### config.mk
export PLATFORM = sky130hd
export DESIGN_NAME = pixel_word_unpacker
export DESIGN_NICKNAME = d
export VERILOG_FILES = /design/src/rtl/pixel_word_unpacker_pkg.sv /design/src/rtl/pixel_word_buffer.sv /design/src/rtl/pixel_word_unpacker.sv
export SDC_FILE = /design/constraint.sdc
export NUM_CORES = 1
export LEC_CHECK = 0
export CAP_MARGIN = 10
export CELL_PAD_IN_SITES_DETAIL_PLACEMENT = 0
export CELL_PAD_IN_SITES_GLOBAL_PLACEMENT = 2
export CORE_UTILIZATION = 35
export CTS_BUF_LIST = sky130_fd_sc_hd__clkbuf_2
export DETAILED_ROUTE_END_ITERATION = 10
export PLACE_DENSITY = 0.78
export SYNTH_ARGS = -nofsm -noshare
export SYNTH_HDL_FRONTEND = slang
export SYNTH_SLANG_ARGS = --single-unit
### constraint.sdc
create_clock -name CLOCK_50 -period 4.6 [get_ports CLOCK_50]
set_input_delay 0.46 -clock CLOCK_50 [delete_from_list [all_inputs] [get_ports CLOCK_50]]
set_output_delay 0.46 -clock CLOCK_50 [all_outputs]
set_load 0.005 [all_outputs]
### src/rtl/pixel_word_unpacker_pkg.sv
// Shared camera definitions: frame geometry defaults, derived word count and
// the unpacker FSM encoding.
package pixel_word_unpacker_pkg;

    localparam int H_ACTIVE_DEF = 640;
    localparam int V_ACTIVE_DEF = 480;
    localparam int WORD_W_DEF   = 32;

    function automatic int words_per_frame(input int h, input int v, input int w);
        return (h * v) / w;
    endfunction

    // 9600 words for the default 640x480 frame at 32 pixels per word.
    localparam int WORDS_PER_FRAME_DEF = words_per_frame(H_ACTIVE_DEF, V_ACTIVE_DEF, WORD_W_DEF);

    typedef enum logic [1:0] {
        ST_IDLE = 2'd0,
        ST_RUN  = 2'd1,
        ST_DONE = 2'd2
    } unpack_state_t;

endpackage

### src/rtl/pixel_word_buffer.sv
// Current-word shift register plus one prefetch word; hands out one bit per pop
// with no gap across word boundaries.
module pixel_word_buffer
    import pixel_word_unpacker_pkg::*;
#(
    parameter int WORD_W = WORD_W_DEF,
    parameter int WORDS  = WORDS_PER_FRAME_DEF
) (
    input  logic              CLOCK_50,
    input  logic              DLY_RST_1,
    input  logic              flush,
    input  logic              enable,
    input  logic [WORD_W-1:0] word,
    input  logic              word_valid,
    output logic              word_ready,
    input  logic              pop,
    output logic              bit_out,
    output logic              bit_avail
);

    localparam int CNT_W = $clog2(WORD_W + 1);
    localparam int WC_W  = $clog2(WORDS + 1);

    logic [WORD_W-1:0] cur, pre, eff_word, nxt_word;
    logic [CNT_W-1:0]  cur_cnt, eff_cnt, nxt_cnt;
    logic [WC_W-1:0]   word_cnt;
    logic              pre_full, pre_used, accept;

    // NOTE: every always_comb output gets a default on entry so no path leaves
    // a signal unassigned, which would otherwise infer a latch.
    always_comb begin
        eff_word = cur;
        eff_cnt  = cur_cnt;
        pre_used = 1'b0;
        // An empty shift register is served straight from prefetch, so a word
        // that landed last cycle is already visible to this cycle's request.
        if (cur_cnt == '0 && pre_full) begin
            eff_word = pre;
            eff_cnt  = CNT_W'(WORD_W);
            pre_used = 1'b1;
        end
        nxt_word = eff_word;
        nxt_cnt  = eff_cnt;
        if (pop && eff_cnt != '0) begin
            nxt_word = eff_word >> 1;
            nxt_cnt  = eff_cnt - CNT_W'(1);
            if (nxt_cnt == '0 && pre_full && !pre_used) begin
                nxt_word = pre;
                nxt_cnt  = CNT_W'(WORD_W);
                pre_used = 1'b1;
            end
        end
    end

    assign bit_avail  = (eff_cnt != '0);
    assign bit_out    = eff_word[0];
    assign word_ready = enable && !flush && !pre_full && (word_cnt < WC_W'(WORDS));
    assign accept     = word_valid && word_ready;

    // NOTE: sequential state uses non-blocking assignments only, so every
    // register samples the pre-edge values regardless of statement order.
    always_ff @(posedge CLOCK_50 or negedge DLY_RST_1) begin
        if (!DLY_RST_1) begin
            cur      <= '0;
            cur_cnt  <= '0;
            pre      <= '0;
            pre_full <= 1'b0;
            word_cnt <= '0;
        end else if (flush) begin
            cur      <= '0;
            cur_cnt  <= '0;
            pre      <= '0;
            pre_full <= 1'b0;
            word_cnt <= '0;
        end else begin
            cur     <= nxt_word;
            cur_cnt <= nxt_cnt;
            if (accept) begin
                pre      <= word;
                pre_full <= 1'b1;
                word_cnt <= word_cnt + WC_W'(1);
            end else if (pre_used) begin
                pre_full <= 1'b0;
            end
        end
    end

endmodule

### src/rtl/pixel_word_unpacker.sv
// Unpacks 1-bit-per-pixel words into a raster pixel stream with position,
// frame markers, underrun flag and completed-frame count.
module pixel_word_unpacker
    import pixel_word_unpacker_pkg::*;
#(
    parameter int H_ACTIVE = H_ACTIVE_DEF,
    parameter int V_ACTIVE = V_ACTIVE_DEF,
    parameter int WORD_W   = WORD_W_DEF
) (
    input  logic              CLOCK_50,
    input  logic              DLY_RST_1,
    input  logic              iFRAME_START,
    input  logic [WORD_W-1:0] iWORD,
    input  logic              iWORD_VALID,
    output logic              oWORD_READY,
    input  logic              iPIX_REQ,
    output logic              oPIX,
    output logic              oPIX_VALID,
    output logic [9:0]        oX,
    output logic [8:0]        oY,
    output logic              oSOF,
    output logic              oEOF,
    output logic              oUNDERRUN,
    output logic [15:0]       oFRAME_CNT
);

    localparam int WORDS = words_per_frame(H_ACTIVE, V_ACTIVE, WORD_W);

    unpack_state_t state, state_nxt;
    logic [9:0]    pos_x;
    logic [8:0]    pos_y;
    logic          run, pop, flush, last_pos, first_pos, bit_out, bit_avail;

    assign run       = (state == ST_RUN);
    assign pop       = run && iPIX_REQ && !iFRAME_START;
    // A start pulse in DONE is dropped; the FSM always returns to IDLE first.
    assign flush     = iFRAME_START && (state != ST_DONE);
    assign first_pos = (pos_x == '0) && (pos_y == '0);
    assign last_pos  = (pos_x == 10'(H_ACTIVE - 1)) && (pos_y == 9'(V_ACTIVE - 1));

    pixel_word_buffer #(
        .WORD_W (WORD_W),
        .WORDS  (WORDS)
    ) u_buffer (
        .CLOCK_50   (CLOCK_50),
        .DLY_RST_1  (DLY_RST_1),
        .flush      (flush),
        .enable     (run),
        .word       (iWORD),
        .word_valid (iWORD_VALID),
        .word_ready (oWORD_READY),
        .pop        (pop),
        .bit_out    (bit_out),
        .bit_avail  (bit_avail)
    );

    always_ff @(posedge CLOCK_50 or negedge DLY_RST_1) begin
        if (!DLY_RST_1) state <= ST_IDLE;
        else            state <= state_nxt;
    end

    always_comb begin
        state_nxt = state;
        unique case (state)
            ST_IDLE: if (iFRAME_START) state_nxt = ST_RUN;
            ST_RUN:  if (pop && last_pos) state_nxt = ST_DONE;
            ST_DONE: state_nxt = ST_IDLE;
            default: state_nxt = ST_IDLE;
        endcase
    end

    always_ff @(posedge CLOCK_50 or negedge DLY_RST_1) begin
        if (!DLY_RST_1) begin
            pos_x      <= '0;
            pos_y      <= '0;
            oPIX       <= 1'b0;
            oPIX_VALID <= 1'b0;
            oX         <= '0;
            oY         <= '0;
            oSOF       <= 1'b0;
            oEOF       <= 1'b0;
            oUNDERRUN  <= 1'b0;
            oFRAME_CNT <= '0;
        end else begin
            oPIX       <= 1'b0;
            oPIX_VALID <= 1'b0;
            oSOF       <= 1'b0;
            oEOF       <= 1'b0;
            if (flush) begin
                pos_x     <= '0;
                pos_y     <= '0;
                oX        <= '0;
                oY        <= '0;
                oUNDERRUN <= 1'b0;
            end else if (pop) begin
                // A missing bit is dropped: the position advances regardless.
                oPIX       <= bit_avail & bit_out;
                oPIX_VALID <= bit_avail;
                oX         <= pos_x;
                oY         <= pos_y;
                oSOF       <= first_pos;
                oEOF       <= last_pos;
                if (!bit_avail) oUNDERRUN <= 1'b1;
                if (last_pos) begin
                    pos_x      <= '0;
                    pos_y      <= '0;
                    oFRAME_CNT <= oFRAME_CNT + 16'd1;
                end else if (pos_x == 10'(H_ACTIVE - 1)) begin
                    pos_x <= '0;
                    pos_y <= pos_y + 9'd1;
                end else begin
                    pos_x <= pos_x + 10'd1;
                end
            end
        end
    end

endmodule
Word-level counts from Yosys, hierarchy flattened
Cells that the tools add are included.
{"block": "word_totals", "input_bits": 37, "ram_bits": 0, "latch_bits": 0, "wordCells": 107, "output_inout_bits": 41, "mem_bits_ro": 0, "reg_bits": 146, "n_memories": 0}
{"block": "op_classes", "bitwise": 2, "reduce_logical": 32, "n_div": 0, "multipliers": 0, "n_addsub": 5, "muxes": 44, "n_shift": 0, "n_lt_le_gt_ge": 1, "eq_ne": 7}
{"operator": "32-bit two-way mux", "count": 6}
{"operator": "10-bit two-way mux", "count": 6}
{"operator": "9-bit two-way mux", "count": 6}
{"operator": "14-bit two-way mux", "count": 2}
{"operator": "6-bit two-way mux", "count": 4}
{"operator": "1-bit two-way mux", "count": 17}
{"operator": "16-bit by 1-bit adder with 16-bit output (second input constant)", "count": 1}
{"operator": "14-bit by 1-bit adder with 14-bit output (second input constant)", "count": 1}
{"operator": "1-bit logical AND", "count": 14}
{"operator": "14-bit < comparator (second input constant)", "count": 1}
{"operator": "6-bit zero test", "count": 2}
{"operator": "10-bit by 1-bit adder with 10-bit output (second input constant)", "count": 1}
{"operator": "10-bit equality test (second input constant)", "count": 1}
{"operator": "10-bit zero test", "count": 1}
{"operator": "9-bit by 1-bit adder with 9-bit output (second input constant)", "count": 1}
{"operator": "9-bit equality test (second input constant)", "count": 1}
{"operator": "9-bit zero test", "count": 1}
{"operator": "2-bit AND reduction", "count": 3}
{"operator": "3-bit nonzero test", "count": 2}
{"operator": "6-bit nonzero test", "count": 1}
{"operator": "6-bit by 1-bit subtractor with 6-bit output (second input constant)", "count": 1}
{"operator": "1-bit zero test", "count": 4}
{"operator": "2-bit two-way mux", "count": 2}
{"operator": "2-bit by 1-bit inequality test with 1-bit output (second input constant)", "count": 2}
{"operator": "8 further kinds", "count": 10}

Depth between registers and ports, before layout
Gate-level depths: netlist of run 1.
{"block": "logic_depth", "word_depth": 12, "mapped_depth": 9}

Hierarchy
A second synthesis of run 1 with hierarchy kept.
{"block": "hier_totals", "cells_unflattened": 801, "area_unflattened_um2": 7398.3}
{"module": "pixel_word_buffer", "instances": 1, "area_each_um2": 4519.3, "cells_per_inst": 524}
{"module": "pixel_word_unpacker", "instances": 1, "area_each_um2": 2879.0, "cells_per_inst": 277}

Worst setup path after synthesis of run 1
Ideal clock, no wire load.
{"block": "synth_path", "path_type": "register to register", "startpoint": "reg u_buffer.cur_cnt[0]", "endpoint": "reg u_buffer.cur[20]", "arrival_time_ps": 1953, "slack_ps": 2515, "setup_ps": 133, "path_stages_with_launch": 9, "cell_sequence": "dfrtp_1 > inv_1 > ha_1 > or2_2 > nor4_1 > a21oi_1 > o31ai_1 > buf_2 > a221oi_1"}
{"block": "synth_via", "elab_chain_len": 10}
{"item": "from (decl)", "line": "pixel_word_buffer.sv:25", "source": "logic [CNT_W-1:0] cur_cnt, eff_cnt, nxt_cnt;"}
{"item": "from (signal assigned)", "line": "pixel_word_buffer.sv:77", "source": "cur_cnt <= nxt_cnt;"}
{"item": "6-bit zero test", "line": "pixel_word_buffer.sv:37", "source": "if (cur_cnt == '0 && pre_full) begin"}
{"item": "1-bit logical AND", "line": "pixel_word_buffer.sv:37"}
{"item": "6-bit two-way mux", "line": "pixel_word_buffer.sv:37"}
{"item": "6-bit by 1-bit subtractor with 6-bit output", "line": "pixel_word_buffer.sv:46", "source": "nxt_cnt = eff_cnt - CNT_W'(1);"}
{"item": "6-bit zero test", "line": "pixel_word_buffer.sv:47", "source": "if (nxt_cnt == '0 && pre_full && !pre_used) begin"}
{"item": "1-bit logical AND (2 in a row)", "line": "pixel_word_buffer.sv:47"}
{"item": "32-bit two-way mux", "line": "pixel_word_buffer.sv:47"}
{"item": "32-bit two-way mux (*)", "line": "pixel_word_buffer.sv:44", "source": "if (pop && eff_cnt != '0) begin"}
{"item": "32-bit two-way mux (*)", "line": "pixel_word_buffer.sv:69", "source": "end else if (flush) begin"}
{"item": "to (signal assigned)", "line": "pixel_word_buffer.sv:76", "source": "cur <= nxt_word;"}
{"item": "to (decl)", "line": "pixel_word_buffer.sv:24", "source": "logic [WORD_W-1:0] cur, pre, eff_word, nxt_word;"}
Mark *: on every way between the ends. The rest lies on a longest branch, timed or not.
A chain may end at the register's enable or synchronous reset.

Worst setup path in the final report of run 1
{"block": "layout_path", "startpoint": "reg state[0]", "endpoint": "out oWORD_READY"}
{"block": "layout_via", "elab_chain_len": 6}
{"item": "from (decl)", "line": "pixel_word_unpacker.sv:29", "source": "unpack_state_t state, state_nxt;"}
{"item": "from (signal assigned)", "line": "pixel_word_unpacker.sv:59", "source": "else state <= state_nxt;"}
{"item": "2-bit inequality test", "line": "pixel_word_unpacker.sv:37", "source": "assign flush = iFRAME_START && (state != ST_DONE);"}
{"item": "1-bit logical AND", "line": "pixel_word_unpacker.sv:37"}
{"item": "1-bit zero test", "line": "pixel_word_buffer.sv:57", "source": "assign word_ready = enable && !flush && !pre_full && (word_cnt < WC_W'(WORDS));"}
{"item": "1-bit logical AND (*) (3 in a row)", "line": "pixel_word_buffer.sv:57"}
{"item": "to (decl)", "line": "pixel_word_unpacker.sv:15", "source": "output logic oWORD_READY,"}
Marked as above.

==> run_results.csv, run 1 <==
group,metric,value,unit
finish,n_fill_cell,1926,
sta,tightest_slew,1050,ps
routing,antenna_left,0,
logic_synthesis,synth-seq-area-share,52.0,%
run,drv_cap,0,
sta,layout_setup_ws,1540,ps
logic_synthesis,synthArstFlopShare,100,%
sta,rsz0062_at_grt,"no",
logic_synthesis,ys_seq_elements,146,
setup_path,required,4140,ps
die,die_area,0.0206,sq mm
min_path,hold_class,"input pin to flop",
logic_synthesis,synthCells,740,
sta,post-route-period-util,66.4,%
placed_design,hpwlAfterDp,11.0,mm
routing,dr.pass1.iters,5,
finish,postLayoutCellArea,0.00832,sq mm
finish,areaGrowthSynthToFinish,18.5,%
sta,max_freq,327,MHz
setup_path,worst_path_max_delay_cell,"dfrtp_1",
clock_network,cts_tree,"done",
logic_synthesis,yosys-top-cells-area,"dfrtp_1, nand2_1, o21ai_0, o31ai_1, a221oi_1",
global_routing,grt_max_degree,91,
finish,drive_gt1_share,7.53,%
global_routing,antenna_found_initial,1,
placed_design,preCtsSetupSlack,1440,ps
sta,finalSetupTns,0,ps
die,rows,51,
global_routing,grt_pass1_wl,28.5,mm
logic_synthesis,synth-simple-area-share,16.1,%
clock_network,cts-root-buf,"clkbuf_2",
setup_path,critical_path.max_fanout,7,
sta,setup_viol,0,
setup_path,crit_arrival,2600,ps
logic_synthesis,synth_edf_count,0,
routing,vias_per_cell,5.31,
pwr,p_total,3.32,mW
routing,wl_per_cell,15.6,um
logic_synthesis,synth_fa_ha_area_share,1.60,%
clock_network,cts_resized,0,
clock_network,cts_hold_buf,1,
die,die_w,144,um
logic_synthesis,synth_nets,786,
logic_synthesis,synth.largest_area_cell,"dfrtp_1",
setup_path,slowest_delay,520,ps
finish,layout_common_cells,"dfrtp_1, nand2_1, o21ai_0",
placed_design,gp_congestion,0.770,
logic_synthesis,synth_top_family_by_area,"compound AO/OA/AOI/OAI gates",
clock_network,cts_setup_buffers,0,
clock_network,clock_path_buffers,2,
logic_synthesis,synth-xor-area-share,2.87,%
clock_network,clk_latency,740,ps
logic_synthesis,avgSynthCellArea,9.49,sq um
sta,hold_viol,0,
routing,dr_total_vias,5718,
logic_synthesis,yosysWarnings,0,
clock_network,clk_pin_slew_worst_paths,230,ps
routing,routed_wl,16.8,mm
global_routing,grt_pass1_vias,5563,
logic_synthesis,synth_mux_area_share,0.784,%
sta,timing.slew.headroom,29.8,%
routing,drc,0,
logic_synthesis,netlist_area,0.00702,sq mm
pwr,p_per_area,399,mW/mm^2
global_routing,grt.total_usage,17.7,%
die,core,0.0196,sq mm
setup_path,startpoint_type,"flop",
logic_synthesis,netlist.area_leader.share,52.0,%
setup_path,crit_chain,"inv_1, nor4_4, o21a_1, clkdlybuf4s50_1",
logic_synthesis,synth_ff_type,"dfrtp_1",
global_routing,overflow,0,
pwr,p_leak,3.53,nW
finish,mostFrequentLayoutCell,"dfrtp_1",
logic_synthesis,ys_types,56,
sta,slew_violations,0,
setup_path,worst_setup_path_end_kind,"primary output",
placed_design,post_dp_cell_area,0.00804,sq mm
die,ios,78,
logic_synthesis,synth_compound_area_share,21.1,%
sta,worst_clock_skew,37.2,ps
sta,fin_crit,3060,ps
clock_network,cts.sinks,146,
die,dieHeight,144,um
setup_path,critPathKind,"flop to primary output",
clock_network,cts_buffers,17,
clock_network,h-tree-depth,4,
finish,final_nets,844,
routing,drtIter0Drc,408,
placed_design,portBuffers,77,
outcome,status,"complete, no violations",
pwr,peakVddDrop,0.000186,V
die,start_util,35.8,%
[routing by layer]
metal / share of wire [%] / global-route usage [%] / wire length (um)
met5: 0 / 0 / 0
met4: 1.4 / 6.38 / 240
met3: 3.8 / 3.23 / 632
met2: 47 / 28.5 / 7830
met1: 48 / 23.9 / 8120
[power breakdown]
group / total [mW] / switching [mW] / internal, mW / leakage (nW)
logic: 0.927 / 0.584 / 0.343 / 1.39
registers: 1.57 / 0.106 / 1.47 / 1.98
clock network: 0.823 / 0.466 / 0.357 / 0.157
total: 3.32 / 1.16 / 2.17 / 3.53
[worst paths after layout]
check	end	cells after the start	from	slack (ps)
setup reg to reg	u_buffer.cur[16]	7	u_buffer.cur_cnt[0]	1580
hold reg to reg	oFRAME_CNT[15]	1	oFRAME_CNT[15]	490
min in group asynchronous	u_buffer.pre[3]	2	DLY_RST_1	340
setup / recovery	oWORD_READY	4	state[0]	1540
max in group asynchronous	u_buffer.cur[18]	3	DLY_RST_1	3300
hold / removal	u_buffer.pre[26]	3	iWORD[26]	230
[worst max-delay path: cells and delay by family, from the launching register on]
kind	cells	cell delay, ps
AND/OR/NAND/NOR	1	490
buffers and inverters	2	660
flip-flops	1	520
AO/OA/AOI/OAI	1	210
[cells in the mapped netlist, drive strengths merged, types with 4 or more instances]
master and number:
a221oi 30, a31oi 4, nand3 22, and3 7, buf 24, a41o 4, a211oi 5, o21ai 83
xor2 11, or3 6, mux2 4, o31ai 37, nor3 7, a21oi 29, inv 47, nand2 121
nor4 6, xnor2 12, a22o 8, clkbuf 25, a21o 5, nand4 16, ha 9, dfrtp 146
nor2 32
[flip-flops by register name, summed over array words and instances, names as in the netlist]
register and count:
u_buffer.cur 32, u_buffer.pre 32, oFRAME_CNT 16, u_buffer.word_cnt 14
oX 10, pos_x 10, oY 9, pos_y 9
u_buffer.cur_cnt 6, state 2, oEOF 1, oPIX 1
oPIX_VALID 1, oSOF 1, oUNDERRUN 1, u_buffer.pre_full 1
[cell type report]
class / count / area (sq um) / share of cell area (%)
Sequential cell: 146 / 3650 / 43.9
Multi-Input combinational cell: 497 / 3030 / 36.4
Timing Repair Buffer: 88 / 857 / 10.3
Tap cell: 265 / 332 / 3.99
Inverter: 48 / 180 / 2.17
Clock inverter: 11 / 163 / 1.96
Clock buffer: 20 / 100 / 1.20
Antenna cell: 1 / 2.50 / 0.0301
[per-stage QoR]
stage          hold slack, ps  std cells  utilization (%)
3_5_place_dp              471       1043             41.1
4_1_cts                   158       1075             42.4
6_report                  229       1076             42.5
5_1_grt                   167       1076             42.5
3_3_place_gp              466       1043             41.1
2_1_floorplan             164        740                -
[logic make-up after synthesis]
| logic type | Yosys count |
|---|---|
| DFF | 146 |
| xor gates and xnor gates | 23 |
| buffers and inverters | 97 |
| AOI/OAI and AO/OA | 223 |
| muxes | 5 |
| and+or+nand+nor | 237 |
| adders and majority gates | 9 |
Note: power is estimated with default switching activity, not from simulation.
==> run 2, diff against run 1 <==
- clock period: 4.6 -> 3.1 ns (I/O delays scaled with it)
==> run 2 against run 1 <==
Net effect:
- non-clock buffer count increased by 9
- worst hold slack got worse by 120 ps
- register-to-register slack got worse by 980 ps
- routed wire length decreased by 0.64%
- combinational power increased by 51%
- global-route usage decreased by 0.19 points
- clock skew decreased by 1.8 ps
- critical path type unchanged
- critical endpoint unchanged
- largest power group unchanged
- highest routed layer unchanged
==> run_results.csv, run 2 (synthesized netlist as in run 1, its figures left out) <==
group,metric,value,unit
outcome,status,"complete, no violations",
sta,setup_viol,0,
finish,reg_top3,"u_buffer.cur x32, u_buffer.pre x32, oFRAME_CNT x16",
finish,n_fill_cell,1911,
finish,layout_common_cells,"dfrtp_1, nand2_1, o21ai_0",
finish,final_nets,853,
setup_path,crit_arrival,2550,ps
sta,tightest_slew,717,ps
global_routing,grt_pass1_wl,28.3,mm
global_routing,grt.total_usage,17.6,%
routing,dr.pass1.iters,5,
clock_network,cts_buffers,17,
pwr,p_total,5.01,mW
min_path,hold_class,"input pin to flop",
routing,dr_total_vias,5713,
placed_design,portBuffers,77,
global_routing,use_met3,3.47,%
finish,mostFrequentLayoutCell,"dfrtp_1",
clock_network,cts_setup_buffers,0,
sta,layout_setup_ws,242,ps
placed_design,hpwlAfterDp,11.1,mm
routing,vias_per_cell,5.26,
routing,antenna_left,0,
global_routing,use_met1,23.9,%
sta,slew_violations,0,
global_routing,overflow,0,
pwr,cell_internal_pwr,3.25,mW
setup_path,slowest_delay,520,ps
routing,drc,0,
clock_network,cts_resized,0,
clock_network,clk_latency,730,ps
sta,max_freq,350,MHz
sta,worst_clock_skew,35.3,ps
setup_path,path_buf_inv,2,
routing,routed_wl,16.7,mm
pwr,p_leak,3.58,nW
finish,multi_input_area,0.00303,sq mm
setup_path,crit_chain,"inv_1, nor4_4, o21a_1, clkdlybuf4s50_1",
placed_design,post_dp_cell_area,0.00814,sq mm
global_routing,antenna_found_initial,1,
die,rows,51,
finish,drive_gt1_share,8.78,%
pwr,p_seq_share,46.6,%
pwr,peakVddDrop,0.000264,V
sta,finalSetupTns,0,ps
setup_path,worst_setup_path_end_kind,"primary output",
pwr,p_clk_share,25.4,%
pwr,p_per_area,594,mW/mm^2
global_routing,grt_max_degree,75,
global_routing,grt.busiest_layer,"met2",
die,dieHeight,144,um
setup_path,path_delay_family,"buffers and inverters",
setup_path,required,2790,ps
pwr,power_switching,1.76,mW
routing,wl_per_cell,15.4,um
die,start_util,35.8,%
die,die_area,0.0206,sq mm
routing,drtIter0Drc,390,
clock_network,cts_tree,"done",
run,drv_cap,0,
placed_design,preCtsSetupSlack,437,ps
finish,areaGrowthSynthToFinish,20.2,%
global_routing,use_met2,28.1,%
die,core,0.0196,sq mm
clock_network,cts-root-buf,"clkbuf_2",
sta,timing.slew.headroom,52.2,%
setup_path,critical_path.max_fanout,7,
sta,hold_viol,0,
clock_network,clk_pin_slew_worst_paths,220,ps
clock_network,cts.sinks,146,
global_routing,grt_pass1_vias,5542,
sta,post-route-period-util,92.2,%
setup_path,startpoint_type,"flop",
die,die_w,144,um
sta,rsz0062_at_grt,"no",
pwr,switching_share,35.1,%
die,ios,78,
pwr,power_frac_comb,28.0,%
clock_network,clock_path_buffers,2,
finish,seqCellArea,0.00365,sq mm
setup_path,worst_path_max_delay_cell,"dfrtp_1",
clock_network,h-tree-depth,4,
placed_design,gp_congestion,0.796,
finish,postLayoutCellArea,0.00844,sq mm
sta,fin_crit,2860,ps
setup_path,critPathKind,"flop to primary output",
run 2: what timing repair did:
action	in CTS	in global routing
endpoints found under the setup margin	0	0
hold buffers	1	0
endpoints found under the hold margin	72	0
run 2: final timing paths:
| kind | end | from | depth (start not counted) | slack (ps) |
|---|---|---|---|---|
| min in group asynchronous | u_buffer.pre[3] | DLY_RST_1 | 2 | 150 |
| hold / removal | u_buffer.pre[4] | iWORD[4] | 3 | 110 |
| setup reg to reg | u_buffer.cur[17] | u_buffer.cur_cnt[0] | 8 | 600 |
| setup / recovery | oWORD_READY | state[0] | 4 | 240 |
| max in group asynchronous | oY[1] | DLY_RST_1 | 3 | 2120 |
| hold reg to reg | oFRAME_CNT[15] | oFRAME_CNT[15] | 1 | 500 |
run 2: per-layer routing:
metal | up-vias | share of wire, %
li1 | 2781 | -
met1 | 2797 | 49
met2 | 121 | 46
met3 | 14 | 3.9
met4 | 0 | 1.0
met5 | - | 0
run 2: worst reg2reg max path: cells and delay by family, from the launching register on:
kind | cells | cell delay (ps)
DFF | 1 | 430
AOI/OAI and AO/OA | 4 | 1020
buffers and inverters | 2 | 460
and+or+nand+nor | 1 | 200
adders and majority gates | 1 | 280
run 2: stage by stage:
| stage | hold slack, ps | std cells | util (%) |
|---|---|---|---|
| floorplan | 14.4 | 740 | - |
| global placement | 395 | 1052 | 41.5 |
| detailed placement | 404 | 1052 | 41.5 |
| CTS | 25.4 | 1085 | 43.1 |
| global route | 18.9 | 1086 | 43.1 |
| finish | 109 | 1086 | 43.1 |
run 2: area by class of cell:
class | count | area share, %
Sequential cell | 146 | 43.3
Inverter | 48 | 2.13
Clock inverter | 15 | 2.48
Tap cell | 265 | 3.93
Clock buffer | 17 | 1.01
Multi-Input combinational cell | 497 | 35.9
Antenna cell | 1 | 0.0296
Timing Repair Buffer | 97 | 11.2
run 2: power by group through the flow:
stage	clock network, mW	logic [mW]	registers [mW]
after global routing	1.41	1.59	2.37
final	1.28	1.40	2.33
after detailed placement	0	1.40	2.37
after global placement	0	1.37	2.36
after CTS	1.33	1.41	2.33
after floorplan	0	0.995	2.32
